<file path="src/rtl/child_response_collector_if.sv">
// Response bus between a parent collector and its children/upstream consumer.
// slave = the collector itself, master = the environment driving children and upstream ready.
interface child_response_collector_if #(
  parameter int N_CHILD = 5,
  parameter int DATA_W  = 32,
  parameter int IDX_W   = 3
);
  logic [N_CHILD-1:0]        child_valid;
  logic [N_CHILD*DATA_W-1:0] child_data;
  logic [N_CHILD-1:0]        child_ready;
  logic                      up_valid;
  logic                      up_ready;
  logic [DATA_W-1:0]         up_data;
  logic [IDX_W-1:0]          up_idx;
  logic [15:0]               fwd_count;

  modport slave (
    input  child_valid, child_data, up_ready,
    output child_ready, up_valid, up_data, up_idx, fwd_count
  );

  modport master (
    output child_valid, child_data, up_ready,
    input  child_ready, up_valid, up_data, up_idx, fwd_count
  );
endinterface

</file>
<file path="src/rtl/child_response_collector.sv">
// Round-robin collector of N_CHILD valid/ready response streams into one registered,
// index-tagged upstream stream, with a saturating forwarded-response counter.

module crc_lane #(
  parameter int DATA_W = 32,
  parameter int IDX_W  = 3,
  parameter int LANE   = 0
) (
  input  logic              en_i,
  input  logic [IDX_W-1:0]  gnt_i,
  input  logic [DATA_W-1:0] data_i,
  output logic              ready_o,
  output logic [DATA_W-1:0] data_o
);
  logic sel;
  assign sel     = (gnt_i == IDX_W'(LANE));
  assign ready_o = en_i && sel;
  // Zero unselected lanes so the top can OR-reduce instead of building a wide mux
  assign data_o  = sel ? data_i : '0;
endmodule

module child_response_collector #(
  parameter int N_CHILD = 5,
  parameter int DATA_W  = 32,
  parameter int IDX_W   = 3
) (
  input  logic clk,
  input  logic rst,
  child_response_collector_if.slave bus
);
  logic                           up_valid_q, up_valid_d;
  logic [DATA_W-1:0]              up_data_q, up_data_d;
  logic [IDX_W-1:0]               up_idx_q, up_idx_d;
  logic [IDX_W-1:0]               last_grant_q, last_grant_d;
  logic [15:0]                    fwd_count_q, fwd_count_d;

  logic                           load, any_vld, take;
  logic [IDX_W-1:0]               gnt;
  logic [N_CHILD-1:0]             lane_rdy;
  logic [N_CHILD-1:0][DATA_W-1:0] lane_data;
  logic [DATA_W-1:0]              gnt_data;

  assign load = !up_valid_q || bus.up_ready;

  // Search starts one past the last grant, so the previous winner has lowest priority
  always_comb begin
    any_vld = 1'b0;
    gnt     = '0;
    for (int k = 1; k <= N_CHILD; k++) begin
      int c;
      c = (int'(last_grant_q) + k) % N_CHILD;
      if (!any_vld && bus.child_valid[c]) begin
        any_vld = 1'b1;
        gnt     = IDX_W'(c);
      end
    end
  end

  assign take = load && any_vld && !rst;

  for (genvar i = 0; i < N_CHILD; i++) begin : g_lane
    crc_lane #(.DATA_W(DATA_W), .IDX_W(IDX_W), .LANE(i)) u_lane (
      .en_i    (take),
      .gnt_i   (gnt),
      .data_i  (bus.child_data[i*DATA_W +: DATA_W]),
      .ready_o (lane_rdy[i]),
      .data_o  (lane_data[i])
    );
  end

  always_comb begin
    gnt_data = '0;
    for (int i = 0; i < N_CHILD; i++) gnt_data |= lane_data[i];
  end

  always_comb begin
    up_valid_d   = up_valid_q;
    up_data_d    = up_data_q;
    up_idx_d     = up_idx_q;
    last_grant_d = last_grant_q;
    fwd_count_d  = fwd_count_q;
    if (load) begin
      up_valid_d = any_vld;
      if (any_vld) begin
        up_data_d    = gnt_data;
        up_idx_d     = gnt;
        last_grant_d = gnt;
      end
    end
    if (up_valid_q && bus.up_ready && fwd_count_q != 16'hFFFF)
      fwd_count_d = fwd_count_q + 16'd1;
  end

  always_ff @(posedge clk) begin
    if (rst) begin
      up_valid_q   <= 1'b0;
      up_data_q    <= '0;
      up_idx_q     <= '0;
      last_grant_q <= IDX_W'(N_CHILD - 1);
      fwd_count_q  <= '0;
    end else begin
      up_valid_q   <= up_valid_d;
      up_data_q    <= up_data_d;
      up_idx_q     <= up_idx_d;
      last_grant_q <= last_grant_d;
      fwd_count_q  <= fwd_count_d;
    end
  end

  assign bus.child_ready = lane_rdy;
  assign bus.up_valid    = up_valid_q;
  assign bus.up_data     = up_data_q;
  assign bus.up_idx      = up_idx_q;
  assign bus.fwd_count   = fwd_count_q;
endmodule

</file>
<file path="src/flat_wrapper.sv">
// flat-port wrapper written by rule: the top's interface ports become plain ports
module child_response_collector_flat 
#(
  parameter int N_CHILD = 5,
  parameter int DATA_W  = 32,
  parameter int IDX_W   = 3
)
  (clk, rst, bus_child_valid, bus_child_data, bus_up_ready, bus_child_ready, bus_up_valid, bus_up_data, bus_up_idx, bus_fwd_count);
  child_response_collector_if #(.N_CHILD(N_CHILD), .DATA_W(DATA_W), .IDX_W(IDX_W)) bus_i ();
  input  logic clk;
  input  logic rst;
  input wire logic [$bits(bus_i.child_valid)-1:0] bus_child_valid;
  input wire logic [$bits(bus_i.child_data)-1:0] bus_child_data;
  input wire logic [$bits(bus_i.up_ready)-1:0] bus_up_ready;
  output wire logic [$bits(bus_i.child_ready)-1:0] bus_child_ready;
  output wire logic [$bits(bus_i.up_valid)-1:0] bus_up_valid;
  output wire logic [$bits(bus_i.up_data)-1:0] bus_up_data;
  output wire logic [$bits(bus_i.up_idx)-1:0] bus_up_idx;
  output wire logic [$bits(bus_i.fwd_count)-1:0] bus_fwd_count;
  assign bus_i.child_valid = bus_child_valid;
  assign bus_i.child_data = bus_child_data;
  assign bus_i.up_ready = bus_up_ready;
  assign bus_child_ready = bus_i.child_ready;
  assign bus_up_valid = bus_i.up_valid;
  assign bus_up_data = bus_i.up_data;
  assign bus_up_idx = bus_i.up_idx;
  assign bus_fwd_count = bus_i.fwd_count;
  child_response_collector #(.N_CHILD(N_CHILD), .DATA_W(DATA_W), .IDX_W(IDX_W)) u_core (.clk(clk), .rst(rst), .bus(bus_i));
endmodule
</file>
<file path="config.mk">
export PLATFORM = sky130hd
export DESIGN_NAME = child_response_collector_flat
export DESIGN_NICKNAME = d
export VERILOG_FILES = /design/src/rtl/child_response_collector_if.sv /design/src/rtl/child_response_collector.sv /design/src/flat_wrapper.sv
export SDC_FILE = /design/constraint.sdc
export NUM_CORES = 1
export LEC_CHECK = 0
export ABC_AREA = 1
export CAP_MARGIN = 25
export CORE_ASPECT_RATIO = 1.75
export CORE_UTILIZATION = 43
export CTS_CLUSTER_DIAMETER = 150
export DETAILED_ROUTE_END_ITERATION = 8
export PLACE_DENSITY_LB_ADDON = 0.08
export SETUP_SLACK_MARGIN = 0.3
export SKIP_LAST_GASP = 1
export SYNTH_ARGS = -nofsm -noshare
export SYNTH_HDL_FRONTEND = slang
export SYNTH_SLANG_ARGS = --single-unit
</file>
<file path="constraint.sdc">
create_clock -name clk -period 5.37 [get_ports clk]
set_clock_uncertainty 0.15 [all_clocks]
set_input_delay 1.074 -clock clk [delete_from_list [all_inputs] [get_ports clk]]
set_output_delay 1.074 -clock clk [all_outputs]
set_load 0.05 [all_outputs]
</file>
==> out/metrics.cfg, run 1 <==
[drt]
drc = 12
dr_total_vias = 6595
wl_per_cell_um = 16.08
ant_nets = 0
detail_route.first_pass.iterations = 7
drtIter0Drc = 299
vias_per_cell = 5.340
drt-total-wl_mm = 19.86

[logic_synthesis]
syn_inst = 875
synthFlopType = dfxtp_1
async_flop_share_pct = 0
ys_seq_area_share_pct = 20.84
ys_types = 36
yosys_warnings = 0
syn_avg_cell_area_um2 = 5.820
synth_edf_count = 0
ys_seq_elements = 53
synth_nets = 1067
netlist_area_um2 = 5092

[layout]
register_area_um2 = 1070
area_growth_pct = 59.29
multi_input_area_um2 = 3744
layout_common_cells = clkdlybuf4s50_1, nand2_1, nand3_1
layout_commonest_cell = clkdlybuf4s50_1
final_area_um2 = 8112
fin_nets = 1290
fillCellCount = 1068
fin_util_pct = 70.04
drive_above_1_share_pct = 14.10

[worst_setup_path]
crit_path_frequent_cell = nand2_2
worstSetupPathType = register to output pin
crit_required_ns = 4.15
critPathMaxStageDelay_ns = 0.37
cp.arrival_ns = 3.79
crit_path_max_fanout = 5
cp_slowest_cell = dfxtp_4
critPathTopFamily = simple AND/OR/NAND/NOR gates
path_buf_inv = 5
startpoint_type = register
crit_path_end_kind = output pin

[die]
core_um2 = 11580
initial_core_util_pct = 43.97
die_x_um = 84.27
io_pins = 225
placementRows = 52
die-area_um2 = 12300
fp.dieH_um = 146.0

[timing]
setup_slack_ns = 0.3527
final.setup.tns_ns = 0
grt_setup_unrepaired = no
min_period_over_period_pct = 93.43
slew_viol_final = 0
fmax_mhz = 199.3
setup_viol = 0
hold_viol_final = 0
slew_headroom_pct = 51.04
min_period_ns = 5.017
worst_pin_slew_ns = 0.7327

[global_route]
grt_pass1_vias = 6157
grt_pass1_wl_mm = 30.11
grt_max_degree = 67
overflow = 0
antenna_found_initial = 1
grt_usage_pct = 30.63

[clock_network]
cts_tree = yes
cts_sinks = 53
path_clk_slew_ns = 0.07
numCtsBuffers = 5
clock_latency_ns = 0.30
cts-root-buf = clkbuf_16
postCtsHoldBufs = 0
cts_max_level = 2
clockBufferDepth = 2

[placement]
io_buffers = 224
gp_congestion = 0.9241
placed_cell_area_um2 = 7331
dpl.hpwl_mm = 14.09
dp_slack_ns = 0.2003

[run_status]
status = finished, violations left
failed_checks = design-rule violations

[run]
drv_cap = 0

[worst_hold_path]
hp-class = register to register

flip-flops by register name, indices dropped and copies added (netlist names):
| name | flops |
|---|---|
| u_core.bus.up_idx | 1 |
| u_core.bus.up_valid | 1 |
| u_core.last_grant_q | 3 |
| u_core.bus.fwd_count | 16 |
| u_core.bus.up_data | 32 |
per-layer routing:
| metal | wire length [µm] | track usage [%] |
|---|---|---|
| met1 | 7229 | 32.14 |
| met2 | 10480 | 57.66 |
| met3 | 1147 | 6.126 |
| met4 | 1005 | 13.71 |
| met5 | 0 | 0 |
cell usage after synthesis, types with 2 or more instances:
| cell type | instances | area [µm²] |
|---|---|---|
| nor2_1 | 84 | 315.3 |
| nor3_1 | 9 | 45.04 |
| xnor2_1 | 2 | 17.52 |
| o21ai_1 | 9 | 45.04 |
| o21ai_0 | 48 | 240.2 |
| nand4_1 | 47 | 294.0 |
| clkinv_1 | 8 | 30.03 |
| nand4_2 | 2 | 25.02 |
| o21ai_2 | 4 | 35.03 |
| inv_2 | 8 | 30.03 |
| xor2_1 | 3 | 26.28 |
| and2_1 | 2 | 12.51 |
| nand2_1 | 242 | 908.4 |
| nand3_1 | 146 | 730.7 |
| nor2_2 | 3 | 18.77 |
| nand3_2 | 6 | 60.06 |
| nor3b_1 | 2 | 15.01 |
| buf_4 | 15 | 112.6 |
| buf_6 | 3 | 33.78 |
| ha_1 | 24 | 300.3 |
| a31oi_1 | 2 | 12.51 |
| nand2_2 | 3 | 18.77 |
| buf_2 | 18 | 90.09 |
| nor4_1 | 4 | 25.02 |
| dfxtp_1 | 53 | 1061 |
| inv_1 | 86 | 322.8 |
| a21oi_1 | 18 | 90.09 |
| nor2_4 | 4 | 45.04 |
| clkbuf_1 | 13 | 48.80 |
layout make-up:
class,instances,share of cell area (%)
clock buffer,6,1.589
clock inverter,2,0.1851
antenna,1,0.03085
sequential,53,13.19
inverter,102,4.782
timing repair buffer,265,31.99
multi-input combinational,671,46.15
tap,135,2.082
through the flow:
stage          hold WS (ns)  cells
2_1_floorplan        0.4888    875
4_1_cts              0.3230   1212
3_5_place_dp         0.3122   1200
5_1_grt              0.3651   1235
6_report             0.3254   1235
3_3_place_gp         0.3324   1200
logic make-up after synthesis:
group / Yosys count / share of synthesized area, %
and+or+nand+nor: 556 / 49.85
xor gates and xnor gates: 6 / 1.302
DFF: 53 / 20.84
adders and majority gates: 24 / 5.897
buffers and inverters: 151 / 13.12
AOI/OAI and AO/OA: 85 / 8.993
tightest hold or removal path: cells and delay by family, from the launching register on:
kind,cells,cell delay [ns]
DFF,1,0.32
and+or+nand+nor,1,0.06
AOI/OAI and AO/OA,1,0.05
worst paths after layout:
kind	startpoint	to	slack [ns]	cells after the start
max reg2reg	u_core.last_grant_q[1]	u_core.bus.up_data[2]	0.86	30
max	u_core.last_grant_q[1]	bus_child_ready[0]	0.35	25
min reg2reg	u_core.bus.up_idx[2]	u_core.bus.up_idx[2]	0.33	2
min	u_core.bus.up_idx[2]	u_core.bus.up_idx[2]	0.33	2
repair_timing:
item | 4_1_cts | 5_1_grt
gates cloned | 0 | 1
setup buffers | 4 | 21
endpoints found under the hold margin | 0 | 0
pin swaps | 6 | 35
gates resized for setup | 30 | 77
setup endpoints to repair | 5 | 7
Power of run 1 is not shown: default switching activity piles up to over one toggle a cycle in this logic, so the estimate is an artifact.
==> run 2: changes to the inputs <==
Settings changed: GPL_ROUTABILITY_DRIVEN set to 0.
==> run 2 against run 1 <==
Against the previous run: the flow still finishes with violations (design-rule violations); critical path depth rose by 2; sequential cell count unchanged; non-clock buffer count fell by 12; core utilization decreased by 0.97 points; via count is 0.50% lower; count of clock-buffer cells in the layout is 1 lower; routed wire length is 2.1% lower; worst hold slack improved by 0.0013 ns; cell count decreased by 0.97%.
==> out/metrics.cfg, run 2 (synthesized netlist as in run 1, its figures left out) <==
[placement]
io_buffers = 224  ; unchanged
numPlacedInstances = 1200  ; unchanged
dpl.hpwl_mm = 13.85  ; -1.7%

[worst_setup_path]
startpoint_type = register
r2r_cells = 30  ; unchanged
worstSetupPathType = register to output pin
crit_required_ns = 4.15  ; about the same
critPathMaxStageDelay_ns = 0.37  ; about the same
rr_endpoint = u_core.bus.up_data[17]
cp.arrival_ns = 3.79  ; about the same
timing.rr.start = u_core.last_grant_q[1]
r2r_slack_ns = 0.80  ; -0.06 ns
crit_path_end_kind = output pin
crit_path_frequent_cell = nand2_2
cp_slowest_cell = dfxtp_4
crit_path_max_fanout = 17  ; +12

[clock_network]
postCtsHoldBufs = 0  ; unchanged
clockBufferDepth = 2  ; unchanged
path_clk_slew_ns = 0.08  ; about the same
numCtsBuffers = 5  ; unchanged
cts_tree = yes
cts_sinks = 53  ; unchanged
clock_latency_ns = 0.30  ; about the same
cts_max_level = 2  ; unchanged
cts-root-buf = clkbuf_16

[timing]
grt_setup_unrepaired = no
setup_viol = 0  ; unchanged
worst_pin_slew_ns = 0.7543  ; +0.02165 ns
hold_viol_final = 0  ; unchanged
slew_headroom_pct = 49.59  ; -1.4 points
fmax_mhz = 199.6  ; +0.16%
final.setup.tns_ns = 0  ; unchanged
min_period_ns = 5.009  ; -0.008057 ns
slew_viol_final = 0  ; unchanged
min_period_over_period_pct = 93.28  ; -0.15 points
whs_ns = 0.3267  ; +0.001293 ns

[layout]
layout_commonest_cell = nand2_1
fin_nets = 1278  ; -0.93%
area_growth_pct = 57.08
drive_above_1_share_pct = 12.51  ; -1.6 points
layout_common_cells = nand2_1, clkdlybuf4s50_1, nand3_1
largest_reg_flops = 32  ; unchanged
fin_cells = 1223  ; -0.97%

[worst_hold_path]
hp-start = u_core.bus.up_idx[2]
worstHoldPathCells = 2  ; unchanged
hp-class = register to register
hold_path_end = u_core.bus.up_idx[2]

[drt]
routed.top_layer = met4
wl_met2_mm = 10.37  ; -1.0%
ant_nets = 0  ; unchanged
drc = 13  ; +1
wl_per_cell_um = 15.89  ; -1.2%
drtIter0Drc = 349  ; +17%
vias_per_cell = 5.365  ; +0.48%
wl_met3_mm = 1.272  ; +11%
drt-total-wl_mm = 19.43  ; -2.1%
dr_total_vias = 6562  ; -0.50%
detail_route.first_pass.iterations = 8  ; +1
met1Wirelength_mm = 6.893  ; -4.6%

[global_route]
grt_pass1_wl_mm = 30.19  ; +0.28%
overflow = 0  ; unchanged
grt_pass1_vias = 6257  ; +1.6%
grt_usage_pct = 30.59  ; -0.040 points
antenna_found_initial = 1  ; unchanged
grt_max_degree = 67  ; unchanged

[die]
die-area_um2 = 12300  ; unchanged
initial_core_util_pct = 43.97  ; unchanged
fp.dieH_um = 146.0  ; unchanged
io_pins = 225  ; unchanged
core_um2 = 11580  ; unchanged
placementRows = 52  ; unchanged
die_x_um = 84.27  ; unchanged

[run_status]
failed_checks = design-rule violations
status = finished, violations left

[run]
drv_cap = 0  ; unchanged

==> run 2: changes by cell type in the layout (fill, tap and decap cells not counted), moves of 2 or more <==
cell / change
ha_4: -2
nand2_2: -6
inv_2: -2
nand3_2: +2
buf_4: -16
buf_6: +4
ha_2: +2
nor2_2: +2
nand2_1: +9
nand3_4: -2
nand2_4: -3
==> run 2: worst max-delay path by stage <==
stage,cells past startpoint,start,to,slack [ns]
detailed placement,26,u_core.last_grant_q[1],bus_child_ready[4],0.20
finish,27,u_core.last_grant_q[1],bus_child_ready[4],0.36
floorplan,24,u_core.last_grant_q[0],bus_child_ready[0],0.33
global placement,25,u_core.last_grant_q[1],bus_child_ready[4],0.33
global route,26,u_core.last_grant_q[1],bus_child_ready[0],0.16
CTS,25,u_core.last_grant_q[1],bus_child_ready[4],0.30
==> run 2: stage by stage <==
step	worst slack (ns)	util [%]	cell area (µm²)
after detailed placement	0.2048	63.30	7331
after floorplan	0.3286	-	5092
after CTS	0.2988	65.50	7586
after global placement	0.3303	63.30	7331
final	0.3608	69.07	7999
after global routing	0.1639	69.07	7999
==> run 2: worst max-delay path: cells and delay by family (launching register included) <==
family                   cells  cell delay (ns)
XOR/XNOR                     1             0.21
flip-flops                   1             0.37
buffers and inverters        5             0.55
adder cells (fa/ha/maj)      3             0.55
AND/OR/NAND/NOR             18             1.81
==> run 2: final cells by class <==
| class | count | area (µm²) |
|---|---|---|
| fill | 1027 | 3582 |
| clock inverter | 3 | 21.27 |
| sequential | 53 | 1070 |
| antenna | 1 | 2.502 |
| timing repair buffer | 253 | 2525 |
| inverter | 102 | 391.6 |
| clock buffer | 5 | 125.1 |
| tap | 135 | 168.9 |
| multi-input combinational | 671 | 3695 |
==> run 2: metal layers <==
metal | GRT usage (%) | vias up
met1 | 32.27 | 2954
met3 | 6.239 | 62
met2 | 57.66 | 266
met5 | 0 | -
li1 | - | 3280
met4 | 12.93 | 0
==> run 2: timing repair <==
action,in CTS,in global routing
cloned,0,1
buffers inserted,3,10
endpoints found under the setup margin,5,6
pin swaps,3,23
resized for setup,20,76
Power of run 2 is left out for the same reason.
